<file path="src/rtl/btn_debounce.sv">
// Push-button conditioner: 2-flop synchroniser, four-state debounce FSM with a
// stability window of N clocks, registered level/strobe outputs and a press counter.
module btn_debounce #(
    parameter int CLK_HZ      = 125000000,
    parameter int DEBOUNCE_MS = 20,
    parameter int CNT_W       = 8
) (
    input  logic             clk,
    input  logic             rst_n,
    input  logic             btn_in,
    output logic             btn_level,
    output logic             btn_rise,
    output logic             btn_fall,
    output logic [CNT_W-1:0] press_count,
    output logic [1:0]       dbg_state
);

    localparam int N    = CLK_HZ / 1000 * DEBOUNCE_MS;
    localparam int CW   = (N > 2) ? $clog2(N) : 1;
    localparam logic [CW-1:0] CNT_MAX = CW'(N - 1);

    localparam logic [1:0] ST_IDLE_LOW  = 2'd0;
    localparam logic [1:0] ST_WAIT_HIGH = 2'd1;
    localparam logic [1:0] ST_IDLE_HIGH = 2'd2;
    localparam logic [1:0] ST_WAIT_LOW  = 2'd3;

    logic [1:0]       sync_q,  sync_d;
    logic [1:0]       state_q, state_d;
    logic [CW-1:0]    cnt_q,   cnt_d;
    logic             level_q, level_d;
    logic             rise_q,  rise_d;
    logic             fall_q,  fall_d;
    logic [CNT_W-1:0] count_q, count_d;
    logic             s;

    // sync_q[1] is the only copy of the button the FSM ever looks at.
    assign sync_d = {sync_q[0], btn_in};
    assign s      = sync_q[1];

    always_comb begin
        state_d = state_q;
        cnt_d   = cnt_q;
        level_d = level_q;
        rise_d  = 1'b0;
        fall_d  = 1'b0;
        count_d = count_q;
        case (state_q)
            ST_IDLE_LOW: begin
                if (s) begin
                    state_d = ST_WAIT_HIGH;
                    cnt_d   = '0;
                end
            end
            ST_WAIT_HIGH: begin
                if (!s) begin
                    state_d = ST_IDLE_LOW;
                    cnt_d   = '0;
                end else if (cnt_q == CNT_MAX) begin
                    state_d = ST_IDLE_HIGH;
                    cnt_d   = '0;
                    level_d = 1'b1;
                    rise_d  = 1'b1;
                    count_d = count_q + CNT_W'(1);
                end else begin
                    cnt_d = cnt_q + CW'(1);
                end
            end
            ST_IDLE_HIGH: begin
                if (!s) begin
                    state_d = ST_WAIT_LOW;
                    cnt_d   = '0;
                end
            end
            ST_WAIT_LOW: begin
                if (s) begin
                    state_d = ST_IDLE_HIGH;
                    cnt_d   = '0;
                end else if (cnt_q == CNT_MAX) begin
                    state_d = ST_IDLE_LOW;
                    cnt_d   = '0;
                    level_d = 1'b0;
                    fall_d  = 1'b1;
                end else begin
                    cnt_d = cnt_q + CW'(1);
                end
            end
            default: begin
                state_d = ST_IDLE_LOW;
                cnt_d   = '0;
            end
        endcase
    end

    always_ff @(posedge clk or negedge rst_n) begin
        if (!rst_n) begin
            sync_q  <= '0;
            state_q <= ST_IDLE_LOW;
            cnt_q   <= '0;
            level_q <= 1'b0;
            rise_q  <= 1'b0;
            fall_q  <= 1'b0;
            count_q <= '0;
        end else begin
            sync_q  <= sync_d;
            state_q <= state_d;
            cnt_q   <= cnt_d;
            level_q <= level_d;
            rise_q  <= rise_d;
            fall_q  <= fall_d;
            count_q <= count_d;
        end
    end

    assign btn_level   = level_q;
    assign btn_rise    = rise_q;
    assign btn_fall    = fall_q;
    assign press_count = count_q;
    assign dbg_state   = state_q;

endmodule

</file>
<file path="config.mk">
export PLATFORM = sky130hd
export DESIGN_NAME = btn_debounce
export DESIGN_NICKNAME = d
export VERILOG_FILES = /design/src/rtl/btn_debounce.sv
export SDC_FILE = /design/constraint.sdc
export NUM_CORES = 1
export LEC_CHECK = 0
export CAP_MARGIN = 10
export CORE_UTILIZATION = 30
export CTS_BUF_LIST = sky130_fd_sc_hd__clkbuf_4 sky130_fd_sc_hd__clkbuf_8
export DETAILED_ROUTE_END_ITERATION = 10
export GPL_ROUTABILITY_DRIVEN = 0
export SYNTH_ARGS = -nofsm -noshare
export SYNTH_HDL_FRONTEND = slang
export SYNTH_SLANG_ARGS = --single-unit
</file>
<file path="constraint.sdc">
create_clock -name clk -period 2.6 [get_ports clk]
set_input_delay 0.78 -clock clk [delete_from_list [all_inputs] [get_ports clk]]
set_output_delay 0.78 -clock clk [all_outputs]
set_load 0.03 [all_outputs]
</file>
==> results of run 1 <==
## worst max-delay path: stages, from the launching register on
cell	delay [ns]
dfrtp_1	0.40
ha_1	0.25
and4_1	0.26
nand4_2	0.14
o21a_1	0.75
a41oi_1	0.22
a31oi_1	0.20
## metal layers
layer	routed length, µm	share of wire (%)	vias up
li1	-	-	784
met4	36	0.85	0
met5	0	0	-
met1	2090	49	786
met3	132	3.1	2
met2	1960	47	28
## synthesized netlist by cell type (all sizes together)
master and instances:
a21o 3, a21oi 13, a221o 1, a22o 2, a311oi 1, a31oi 10
a41oi 2, and2 4, and3 7, and3b 1, and4 4, buf 6
clkbuf 2, dfrtp 37, ha 2, inv 8, mux2 1, nand2 19
nand2b 5, nand3 14, nand4 9, nor2 6, nor2b 1, nor3 6
nor4 3, nor4b 2, o21a 1, o21ai 13, o21bai 1, o22ai 1
o31ai 1, or2 1, or3 4, or4 3, or4b 2, xnor2 7
xor2 1
## flip-flops by register name, summed over array words and instances, names as in the netlist, named ones only
name         count
btn_level        1
sync_q           2
btn_fall         1
btn_rise         1
dbg_state        1
press_count      8
cnt_q           22
## cell type report
type / count / share of cell area (%)
clock buffers: 5 / 2.99
flip-flops and latches: 37 / 40.2
multi-input cells: 151 / 42.6
well taps: 77 / 4.19
repair buffers: 16 / 6.63
inverters: 8 / 1.31
clock inverters: 3 / 2.01
## power by group
part           switching [W]  internal (W)  total [W]
Sequential         0.0000287      0.000598   0.000627
Clock               0.000217      0.000287   0.000504
Combinational       0.000164     0.0000766   0.000241
## how the worst max path moves through the flow
stage               startpoint              to  slack (ns)  cells past startpoint
CTS                   cnt_q[0]       cnt_q[19]        0.28                      6
detailed placement    cnt_q[0]       cnt_q[19]        0.28                      6
finish                cnt_q[0]       cnt_q[19]        0.28                      6
global placement      cnt_q[0]       cnt_q[19]        0.35                      6
floorplan             cnt_q[0]  press_count[1]        0.75                      6
global route         sync_q[1]       cnt_q[17]        0.12                      5
## per-stage QoR
step | total power, W | hold slack [ns] | utilization, % | instances | setup slack, ns
2_1_floorplan | 0.000816 | 0.331 | - | 204 | 0.752
3_3_place_gp | 0.000883 | 0.334 | 34.2 | 289 | 0.350
3_5_place_dp | 0.000881 | 0.344 | 34.2 | 289 | 0.280
4_1_cts | 0.00139 | 0.364 | 36.0 | 297 | 0.280
5_1_grt | 0.00144 | 0.370 | 36.0 | 297 | 0.122
6_report | 0.00137 | 0.357 | 36.0 | 297 | 0.277
## kinds of logic after synthesis
family          share of synthesized area, %
simple gates                            28.7
compound gates                          15.2
flops                                   46.6
buf+inv                                 4.03
xor+xnor                                3.53
fa+ha+maj                               1.26
mux                                    0.755
==> results.sh, run 1 <==
export IMPL_status="finished clean"
export IMPL_drc=0
export IMPL_grt_use_total_pct=12.8
export IMPL_clkLatencyLatePin_ns=0.29
export IMPL_ctsRootBufferMaster="clkbuf_8"
export IMPL_grt_pass1_wl_mm=7.33
export IMPL_syn_inst=204
export IMPL_yosysTopAreaCellShare_pct=46.6
export IMPL_stdcell_area_um2=2300
export IMPL_grt_max_degree=38
export IMPL_final_common_cell="dfrtp_1"
export IMPL_ys_seq_area_share_pct=46.6
export IMPL_vias_per_cell=5.39
export IMPL_ctsHoldBuffers=0
export IMPL_hpwl_mm=2.95
export IMPL_critPathLaunchType="flip-flop"
export IMPL_dr_pass1_iters=4
export IMPL_synth_top_area_cell="dfrtp_1"
export IMPL_coreArea_um2=6390
export IMPL_htree_levels=2
export IMPL_crit_fanout=29
export IMPL_hold_depth=0
export IMPL_hp_start="sync_q[0]"
export IMPL_hp_class="flip-flop to flip-flop"
export IMPL_cts_buffers=5
export IMPL_arrival_ns=2.53
export IMPL_use_met3_pct=2.39
export IMPL_multi_input_comb_area_um2=981
export IMPL_setup_violations=0
export IMPL_ir_drop_uv=333
export IMPL_nNetsFinal=224
export IMPL_grt_busiest_layer="met2"
export IMPL_holdPathEnd="sync_q[1]"
export IMPL_worstPathRequired_ns=2.81
export IMPL_ctsResizeCount=0
export IMPL_drv_cap=0
export IMPL_start_util_pct=31.1
export IMPL_worst_pin_slew_ns=0.911
export IMPL_yosys_warnings=0
export IMPL_maxSlewHeadroom_pct=39.3
export IMPL_place_area_um2=2190
export IMPL_port_buffers=15
export IMPL_powerDensity_nw_per_um2=596
export IMPL_clkTransAtPathRegs_ns=0.08
export IMPL_cts_sinks=37
export IMPL_io_pins=16
export IMPL_wirelength_mm=4.22
export IMPL_area_growth_pct=15.8
export IMPL_fin_setup_tns_ns=0
export IMPL_gr_total_overflow=0
export IMPL_power_leakage_nw=0.942
export IMPL_r2r_slack_ns=0.28
export IMPL_synth_cell_types=45
export IMPL_post_cts_buffers=0
export IMPL_drt_initial_drc_count=88
export IMPL_endpoint_kind="flip-flop"
export IMPL_grt_use_met2_pct=20.0
export IMPL_row_count=29
export IMPL_die_y_um=83.4
export IMPL_grt_antenna_before_repair=0
export IMPL_finalMaxSlewViolations=0
export IMPL_fill_cells=645
export IMPL_antenna_left=0
export IMPL_fp_dieW_um=83.4
export IMPL_grt_use_met1_pct=17.9
export IMPL_avgSynthCellArea_um2=9.74
export IMPL_syn_area_um2=1990
export IMPL_seqCellArea_um2=926
export IMPL_rr_startpoint="cnt_q[0]"
export IMPL_fin_skew_ns=0.00657
export IMPL_synth_fp_nets=209
export IMPL_ys_ff_latch=37
export IMPL_rsz0062_at_grt="no"
export IMPL_finalCritPeriodShare_pct=89.3
export IMPL_clock_fmax_mhz=431
export IMPL_die_area_um2=6950
export IMPL_grt_pass1_vias=1512
export IMPL_cts_tree="built"
export IMPL_finalHoldViolations=0
export IMPL_period_needed_ns=2.32
export IMPL_ctsLongestPathBuffers=2
export IMPL_r2r_end="cnt_q[19]"
export IMPL_drive_gt1_share_pct=10.9
export IMPL_antenna_cells=0
export IMPL_synthTopCellsByArea="dfrtp_1 47%, nand3_1 3.5%, nand2_1 3.4%"
export IMPL_final_cell_mix="37 x dfrtp_1, 18 x nand2_1, 14 x nand3_1, 14 x clkdlybuf4s50_1, 13 x a21oi_1"
export IMPL_num_vias=1600
export IMPL_wire_per_inst_um=14.2
export IMPL_worst_r2r_path_depth=6
export IMPL_worstSetupPathType="flip-flop to flip-flop"
(Power assumes the default switching activity.)
==> run 2: changes to the inputs <==
Settings changed: TNS_END_PERCENT set to 1.
==> results of run 2 <==
The final DEF is identical to that of run 1; final timing and power are the same.
